<file path="src/rtl/receptor_comando.sv">
// Purpose : UART receiver for ESP commands; turns a CMD_PREPARAR byte into a brew request pulse.
// Latency : pulses appear one clock after the stop-bit sample (mid stop bit); ~2 clocks of rx synchronizer delay.
// Backpr. : none on the serial side; a command arriving while ocupado=1 is dropped and flagged with comando_ignorado.
//
// Ports:
//   clock            system clock, rising edge
//   reset            asynchronous, active-low
//   rx_esp           serial line from the ESP (asynchronous, idle high)
//   ocupado          cafeteira busy; checked in the same cycle as dado_valido
//   preparar         1-cycle brew request (valid CMD_PREPARAR byte while not busy)
//   dado             last correctly received byte
//   dado_valido      1-cycle pulse marking a new dado
//   erro_recepcao    1-cycle pulse on framing error (or parity error when enabled)
//   comando_ignorado 1-cycle pulse when CMD_PREPARAR arrives while ocupado=1
//   db_estado        FSM state: IDLE=0 START=1 DATA=2 PARIDADE=3 STOP=4
//
// Build option: define RECEPTOR_PARIDADE_EN for 8E1 framing (even parity);
// default build is 8N1 with no parity logic at all.

module receptor_comando #(
    parameter int         CLKS_PER_BIT = 5208,
    parameter logic [7:0] CMD_PREPARAR = 8'h50
) (
    input  logic       clock,
    input  logic       reset,
    input  logic       rx_esp,
    input  logic       ocupado,
    output logic       preparar,
    output logic [7:0] dado,
    output logic       dado_valido,
    output logic       erro_recepcao,
    output logic       comando_ignorado,
    output logic [3:0] db_estado
);

    // Timer compare points: full bit period and the mid-start-bit point.
    localparam logic [15:0] LP_BIT_LAST  = 16'(CLKS_PER_BIT - 1);
    localparam logic [15:0] LP_HALF_LAST = 16'((CLKS_PER_BIT / 2) - 1);

    typedef enum logic [2:0] {
        ST_IDLE     = 3'd0,
        ST_START    = 3'd1,
        ST_DATA     = 3'd2,
        ST_PARIDADE = 3'd3,
        ST_STOP     = 3'd4
    } estado_t;

    estado_t     r_estado;
    logic        r_rx_meta;
    logic        r_rx_sync;
    logic [15:0] r_timer;
    logic [2:0]  r_bit_cnt;
    logic [7:0]  r_shift;
    logic [7:0]  r_dado;
    logic        r_dado_valido;
    logic        r_erro;
    logic        r_cmd_match;
`ifdef RECEPTOR_PARIDADE_EN
    logic        r_par_err;
`endif

    logic w_rx;
    logic w_bit_tick;
    logic w_half_tick;

    assign w_rx        = r_rx_sync;
    assign w_bit_tick  = (r_timer == LP_BIT_LAST);
    assign w_half_tick = (r_timer == LP_HALF_LAST);

    // Two-flop synchronizer; resets to the idle (high) line level so that
    // reset release never looks like a start edge.
    always_ff @(posedge clock or negedge reset) begin
        if (!reset) begin
            r_rx_meta <= 1'b1;
            r_rx_sync <= 1'b1;
        end else begin
            r_rx_meta <= rx_esp;
            r_rx_sync <= r_rx_meta;
        end
    end

    always_ff @(posedge clock or negedge reset) begin
        if (!reset) begin
            r_estado      <= ST_IDLE;
            r_timer       <= 16'd0;
            r_bit_cnt     <= 3'd0;
            r_shift       <= 8'h00;
            r_dado        <= 8'h00;
            r_dado_valido <= 1'b0;
            r_erro        <= 1'b0;
            r_cmd_match   <= 1'b0;
`ifdef RECEPTOR_PARIDADE_EN
            r_par_err     <= 1'b0;
`endif
        end else begin
            // Pulse outputs are high for exactly one cycle.
            r_dado_valido <= 1'b0;
            r_erro        <= 1'b0;
            r_cmd_match   <= 1'b0;

            case (r_estado)
                ST_IDLE: begin
                    r_timer   <= 16'd0;
                    r_bit_cnt <= 3'd0;
                    if (!w_rx) begin
                        r_estado <= ST_START;
                    end
                end

                ST_START: begin
                    if (w_half_tick) begin
                        r_timer <= 16'd0;
                        // Line back high at mid start bit: a glitch, not a frame.
                        r_estado <= w_rx ? ST_IDLE : ST_DATA;
                    end else begin
                        r_timer <= r_timer + 16'd1;
                    end
                end

                ST_DATA: begin
                    if (w_bit_tick) begin
                        r_timer   <= 16'd0;
                        r_shift   <= {w_rx, r_shift[7:1]};  // LSB arrives first
                        r_bit_cnt <= r_bit_cnt + 3'd1;
                        if (r_bit_cnt == 3'd7) begin
`ifdef RECEPTOR_PARIDADE_EN
                            r_estado <= ST_PARIDADE;
`else
                            r_estado <= ST_STOP;
`endif
                        end
                    end else begin
                        r_timer <= r_timer + 16'd1;
                    end
                end

`ifdef RECEPTOR_PARIDADE_EN
                ST_PARIDADE: begin
                    if (w_bit_tick) begin
                        r_timer <= 16'd0;
                        // Even parity: data bits plus parity bit must XOR to 0.
                        r_par_err <= w_rx ^ (^r_shift);
                        r_estado  <= ST_STOP;
                    end else begin
                        r_timer <= r_timer + 16'd1;
                    end
                end
`endif

                ST_STOP: begin
                    if (w_bit_tick) begin
                        r_timer  <= 16'd0;
                        r_estado <= ST_IDLE;
                        if (!w_rx) begin
                            r_erro <= 1'b1;
`ifdef RECEPTOR_PARIDADE_EN
                        end else if (r_par_err) begin
                            r_erro <= 1'b1;
`endif
                        end else begin
                            r_dado        <= r_shift;
                            r_dado_valido <= 1'b1;
                            r_cmd_match   <= (r_shift == CMD_PREPARAR);
                        end
                    end else begin
                        r_timer <= r_timer + 16'd1;
                    end
                end

                default: begin
                    r_estado <= ST_IDLE;
                end
            endcase
        end
    end

    // ocupado is looked at in the very cycle the byte is presented, so the
    // brew/ignore decision reflects the cafeteira's current state.
    assign preparar         = r_dado_valido & r_cmd_match & ~ocupado;
    assign comando_ignorado = r_dado_valido & r_cmd_match &  ocupado;
    assign dado_valido      = r_dado_valido;
    assign erro_recepcao    = r_erro;
    assign dado             = r_dado;
    assign db_estado        = {1'b0, r_estado};

endmodule

</file>
<file path="config.mk">
export PLATFORM = sky130hd
export DESIGN_NAME = receptor_comando
export DESIGN_NICKNAME = d
export VERILOG_FILES = /design/src/rtl/receptor_comando.sv
export SDC_FILE = /design/constraint.sdc
export NUM_CORES = 1
export LEC_CHECK = 0
export BUFFER_PORTS_ARGS = -buffer_cell sky130_fd_sc_hd__buf_2
export CORE_UTILIZATION = 43
export DETAILED_ROUTE_END_ITERATION = 7
export PLACE_DENSITY = 0.65
export SLEW_MARGIN = 20
export SYNTH_ARGS = -nofsm -noshare
export SYNTH_HDL_FRONTEND = slang
export SYNTH_SLANG_ARGS = --single-unit
</file>
<file path="constraint.sdc">
create_clock -name clock -period 2.2 [get_ports clock]
set_input_delay 0.44 -clock clock [delete_from_list [all_inputs] [get_ports clock]]
set_output_delay 0.44 -clock clock [all_outputs]
set_load 0.05 [all_outputs]
</file>
## Word level (Yosys, flattened, before mapping)

Cells that the tools add are included.

- Flip-flop bits (word level): 43
- Output and inout port bits: 16
- Input port bits: 4
- Word-level logic and storage cells: 57

- Reductions and logical operators: 8
- Multiplexer cells: 21
- Equal/unequal tests: 12
- Bitwise logic cells: 4
- Add/sub/neg operators: 2

Operator list:

| cell | number |
|---|---|
| 16-bit one-hot mux with 3 select lines | 1 |
| 16-bit 2-to-1 mux | 2 |
| 3-bit 2-to-1 mux | 6 |
| 16-bit by 1-bit adder with 16-bit output (second input constant) | 1 |
| 16-bit by 12-bit equality test with 1-bit output (second input constant) | 1 |
| 16-bit by 13-bit equality test with 1-bit output (second input constant) | 1 |
| 3-bit one-hot mux with 4 select lines | 1 |
| 2-bit != test (second input constant) | 5 |
| 1-bit 2-to-1 mux | 9 |
| 8-bit by 7-bit equality test with 1-bit output (second input constant) | 1 |
| 3-bit equality test (second input constant) | 2 |
| 3-bit one-hot mux with 2 select lines | 1 |
| 5-bit AND reduction | 1 |
| 2-bit AND reduction | 2 |
| 3-bit by 1-bit adder with 3-bit output (second input constant) | 1 |
| 1-bit AND | 3 |
| 3-bit by 1-bit equality test with 1-bit output (second input constant) | 1 |
| 3-bit by 2-bit equality test with 1-bit output (second input constant) | 1 |
| 3-bit zero test | 1 |
| 3-bit AND reduction | 1 |
| 3-bit nonzero test | 1 |
| 2-bit 2-to-1 mux | 1 |
| 2-bit nonzero test | 1 |
| 2-bit OR reduction | 1 |
| 1-bit inverter | 1 |

## Logic depth before layout (Yosys ltp)

- Depth after elaboration: 4
- Mapped depth: 7
- Depth with buffers taken out: 6

## Worst setup path before layout

Ideal clock, no wire load.

- Path kind: register -> register
- Start point: register r_estado[1]
- End point: register r_dado[0] (netlist: dado[0])
- Slack: 0.209 ns
- Path buffers: 2
- Data required time: 2.075 ns
- Period minus slack after synthesis: 1.991 ns
- Setup time: 0.125 ns
- Cell stages (with the launch flop): 7
- Arrival: 1.866 ns
- Path through: dfrtp_1 > clkbuf_1 > nor2_1 > nand3_1 > nand2b_1 > clkbuf_1 > mux2_2

- Cells in the longest elaborated chain, start to end: 2

RTL lines:

| element | line | source |
|---|---|---|
| from (decl) | 48 | `estado_t r_estado;` |
| from (signal assigned) | 114 | `r_estado <= w_rx ? ST_IDLE : ST_DATA;` |
| 3-bit equality test | 101 | `case (r_estado)` |
| 3-bit AND reduction (no line) | -- |  |
| to (signal assigned) | 161 | `r_dado <= r_shift;` |
| to (decl) | 54 | `logic [7:0] r_dado;` |

No other way between the ends.
A chain may end at the register's enable or synchronous reset.

## Worst setup path after layout

- Start point: register r_timer[2]
- End point: register r_timer[0]

- Cells in the longest elaborated chain, start to end: 3
- Elaborated cells between the ends (all ways): 5
- Classes of those cells: eq/ne: 2; mux: 3

RTL lines:

| element | line | source |
|---|---|---|
| from (decl) | 51 | `logic [15:0] r_timer;` |
| from (signal assigned) | 116 | `r_timer <= r_timer + 16'd1;` |
| from (signal assigned) | 133 | `r_timer <= r_timer + 16'd1;` |
| from (signal assigned) | 166 | `r_timer <= r_timer + 16'd1;` |
| 16-bit by 13-bit equality test with 1-bit output / 16-bit by 12-bit equality test with 1-bit output (equally long branches) | 67, 68 |  |
| 16-bit 2-to-1 mux, on equally long branches | 121, 151, 111 |  |
| 16-bit one-hot mux with 3 select lines (*) | 101 |  |

Mark *: on every way between the ends. The rest lies on a longest branch, timed or not.

==> impl_metrics.ini <==
[run_status]
outcome = finished, final reports clean

[sta]
fin_skew_ns = 0.00343
finalHoldViolCount = 0
fin_crit_ns = 2.07
drv_slew = 0
setup_slack_ns = 0.130
setup_viol = 0
grt_setup_unrepaired = false
fin_crit_sh_pct = 94.1
tightest_slew_ns = 0.618
final.setup.tns_ns = 0
max_freq_ghz = 0.483
max_slew_margin_pct = 58.6

[yosys]
yosys_most_used_dff = dfrtp_1
synth_nets = 220
synth-seq-area-share_pct = 50.7
yosysTopAreaCell = dfrtp_1
yosys-top-cells-count = dfrtp_1, nand2_1, nor2_1, mux2_2, o22ai_1
synth_edf_count = 0
yosysUniqueCellTypes = 47
synth_top_cell_area_share_pct = 48.2
async_flop_share_pct = 100
synth_warnings = 0
synth.area.top_cells = dfrtp_1, mux2_2, nand2_1
ys_seq_elements = 43
synth_area_per_cell_sq_um = 9.99
netlist_area_sq_um = 2130
synth_cells = 213
synth_most_common_cell = dfrtp_1

[route]
drtPass1Iterations = 6
num_vias = 1642
drc = 0
vias_per_cell = 5.12
wl_per_cell_microns = 13.7
drt-total-wl_microns = 4390
drtIter0Drc = 109
final_antenna_net_count = 0

[setup_path]
r2r-start = r_timer[2]
cp-end-kind = flip-flop
slowest_stage = or4_1
cp_cell_sequence = buf_4 > or4_1 > nor4_2 > a31oi_2 > or2_1 > mux2_2
required_ns = 2.39
max_stage_delay_ns = 0.53
cp_max_fo = 8
critPathArrivalTime_ns = 2.26
startpoint_type = flip-flop
path_class = reg2reg
cp-startpoint = r_timer[2]

[pwr]
p_sw_share_pct = 22.5
power_density_nw_per_um2 = 513
p_seq_share_pct = 60.4
vdd_ir_drop_max_mv = 0.306
internal_power_mw = 1.02
combPwrFrac_pct = 1.9
pwr-share-clk_pct = 37.8
leakage_nw = 1.27
switchingPower_mw = 0.296

[clocking]
cts_setup_buffers = 0
clk_latency_ns = 0.30
clk_path_buf_depth = 2
clock_sinks = 43
cts_tree = done
cts_max_level = 2
cts-root-buf = clkbuf_8
path_clk_slew_ns = 0.08
hold_buffers = 0
cts_buffers = 5

[global_route]
grt_max_degree = 23
antenna_found_initial = 0
grt_pass1_wl_microns = 7670
grt_pass1_vias = 1611
grtUsageTotal_pct = 19.4
overflow = 0

[floorplan]
die_x_microns = 72.3
initial_utilization_pct = 44.7
core_sq_um = 4750
io_pins = 20
die_area_sq_um = 5230
die_y_microns = 72.3
placementRows = 25

[worst_hold_path]
min_path_type = in2async

[final_layout]
drive_above_1_share_pct = 28.7
final_area_sq_um = 2560
diodes = 0
finalNetCount = 260
final_cell_count_no_fill = 321
area_delta_synth_final_pct = 20.5
fillers = 448

[placed_design]
dp_cells = 313
hpwl_microns = 3200
portBuffers = 18
place_area_sq_um = 2450
pre_cts_slack_ns = -0.112
place.gp.congestion = 0.830

[flow_run]
drv_cap = 0
-- metal layers --
| layer | vias up | track usage (%) | part of all wire (%) |
|---|---|---|---|
| met3 | 6 | 4.03 | 2.7 |
| met2 | 25 | 29.4 | 47 |
| li1 | 837 | - | - |
| met4 | 0 | 8.06 | 1.4 |
| met1 | 774 | 27.2 | 49 |
| met5 | - | 0 | 0 |
-- logic make-up (layout without fill, tap and decap cells) --
| family | count (synthesis) | in the layout | share of synthesized area (%) |
|---|---|---|---|
| other cells | 1 | 1 | 0.176 |
| fa+ha+maj | 3 | 3 | 1.76 |
| buf+inv | 17 | 58 | 3.41 |
| xor+xnor | 4 | 4 | 1.65 |
| flops | 43 | 43 | 50.7 |
| simple gates | 96 | 96 | 23.5 |
| mux | 18 | 18 | 9.47 |
| compound gates | 31 | 31 | 9.29 |
-- final cells by class --
cell class / count / area, sq um / share of cell area, %
sequential: 43 / 1080 / 42.1
multi-input combinational: 153 / 1000 / 39.0
timing repair buffer: 46 / 300 / 11.7
tap: 67 / 83.8 / 3.27
clock buffer: 6 / 72.6 / 2.83
inverter: 4 / 15.0 / 0.586
clock inverter: 2 / 12.5 / 0.488
-- sequential cells by signal, indices dropped and copies added (netlist names) --
name / count
dado: 8
r_shift: 8
r_rx_sync: 1
r_estado: 3
dado_valido: 1
erro_recepcao: 1
r_rx_meta: 1
r_bit_cnt: 3
r_cmd_match: 1
r_timer: 16
-- critical path: cells and delay by family, from the launching register on --
kind | cells | cell delay, ns
buffers and inverters | 1 | 0.16
and+or+nand+nor | 3 | 0.99
DFF | 1 | 0.38
muxes | 1 | 0.26
AOI/OAI and AO/OA | 1 | 0.17
-- power by group through the flow --
stage	clock network [mW]	logic [mW]	registers [mW]
3_5_place_dp	0	0.0261	0.810
2_1_floorplan	0	0.00604	0.810
5_1_grt	0.546	0.0292	0.795
3_3_place_gp	0	0.0257	0.810
4_1_cts	0.515	0.0260	0.794
6_report	0.497	0.0248	0.794
-- worst paths after layout --
path	end	slack, ns	cells past startpoint
max	r_timer[0]	0.13	6
min	dado[4]	0.09	1
max reg2reg	r_timer[0]	0.13	6
min reg2reg	r_rx_sync	0.36	0
max in group asynchronous	r_timer[11]	1.55	2
min in group clock	r_rx_meta	0.24	1
-- repair_timing --
action / 4_1_cts / 5_1_grt
pin swaps: 0 / 3
resized for setup: 1 / 3
setup endpoints to repair: 13 / 16
-- stage by stage --
stage                     util [%]  total power [mW]  hold slack, ns
after floorplan                  -             0.816           0.144
after global placement        51.6             0.836           0.349
after detailed placement      51.6             0.836           0.350
after CTS                     53.5              1.33          0.0979
after global routing          53.9              1.37           0.120
final                         53.9              1.32          0.0917
-- placed cells by master, fill, tap and decap left out, drive strengths merged, types with 3 or more instances in the layout --
cell type / instances
xnor2: 3
mux2: 17
nor2: 17
o21ai: 8
ha: 3
nand3b: 3
inv: 4
buf: 46
nor3: 7
nand3: 6
and4: 3
o22ai: 9
and3: 4
nor4: 3
dfrtp: 41
nand4: 3
nand2: 33
and2: 3
clkbuf: 6
Power figures use the tool's default switching activity.
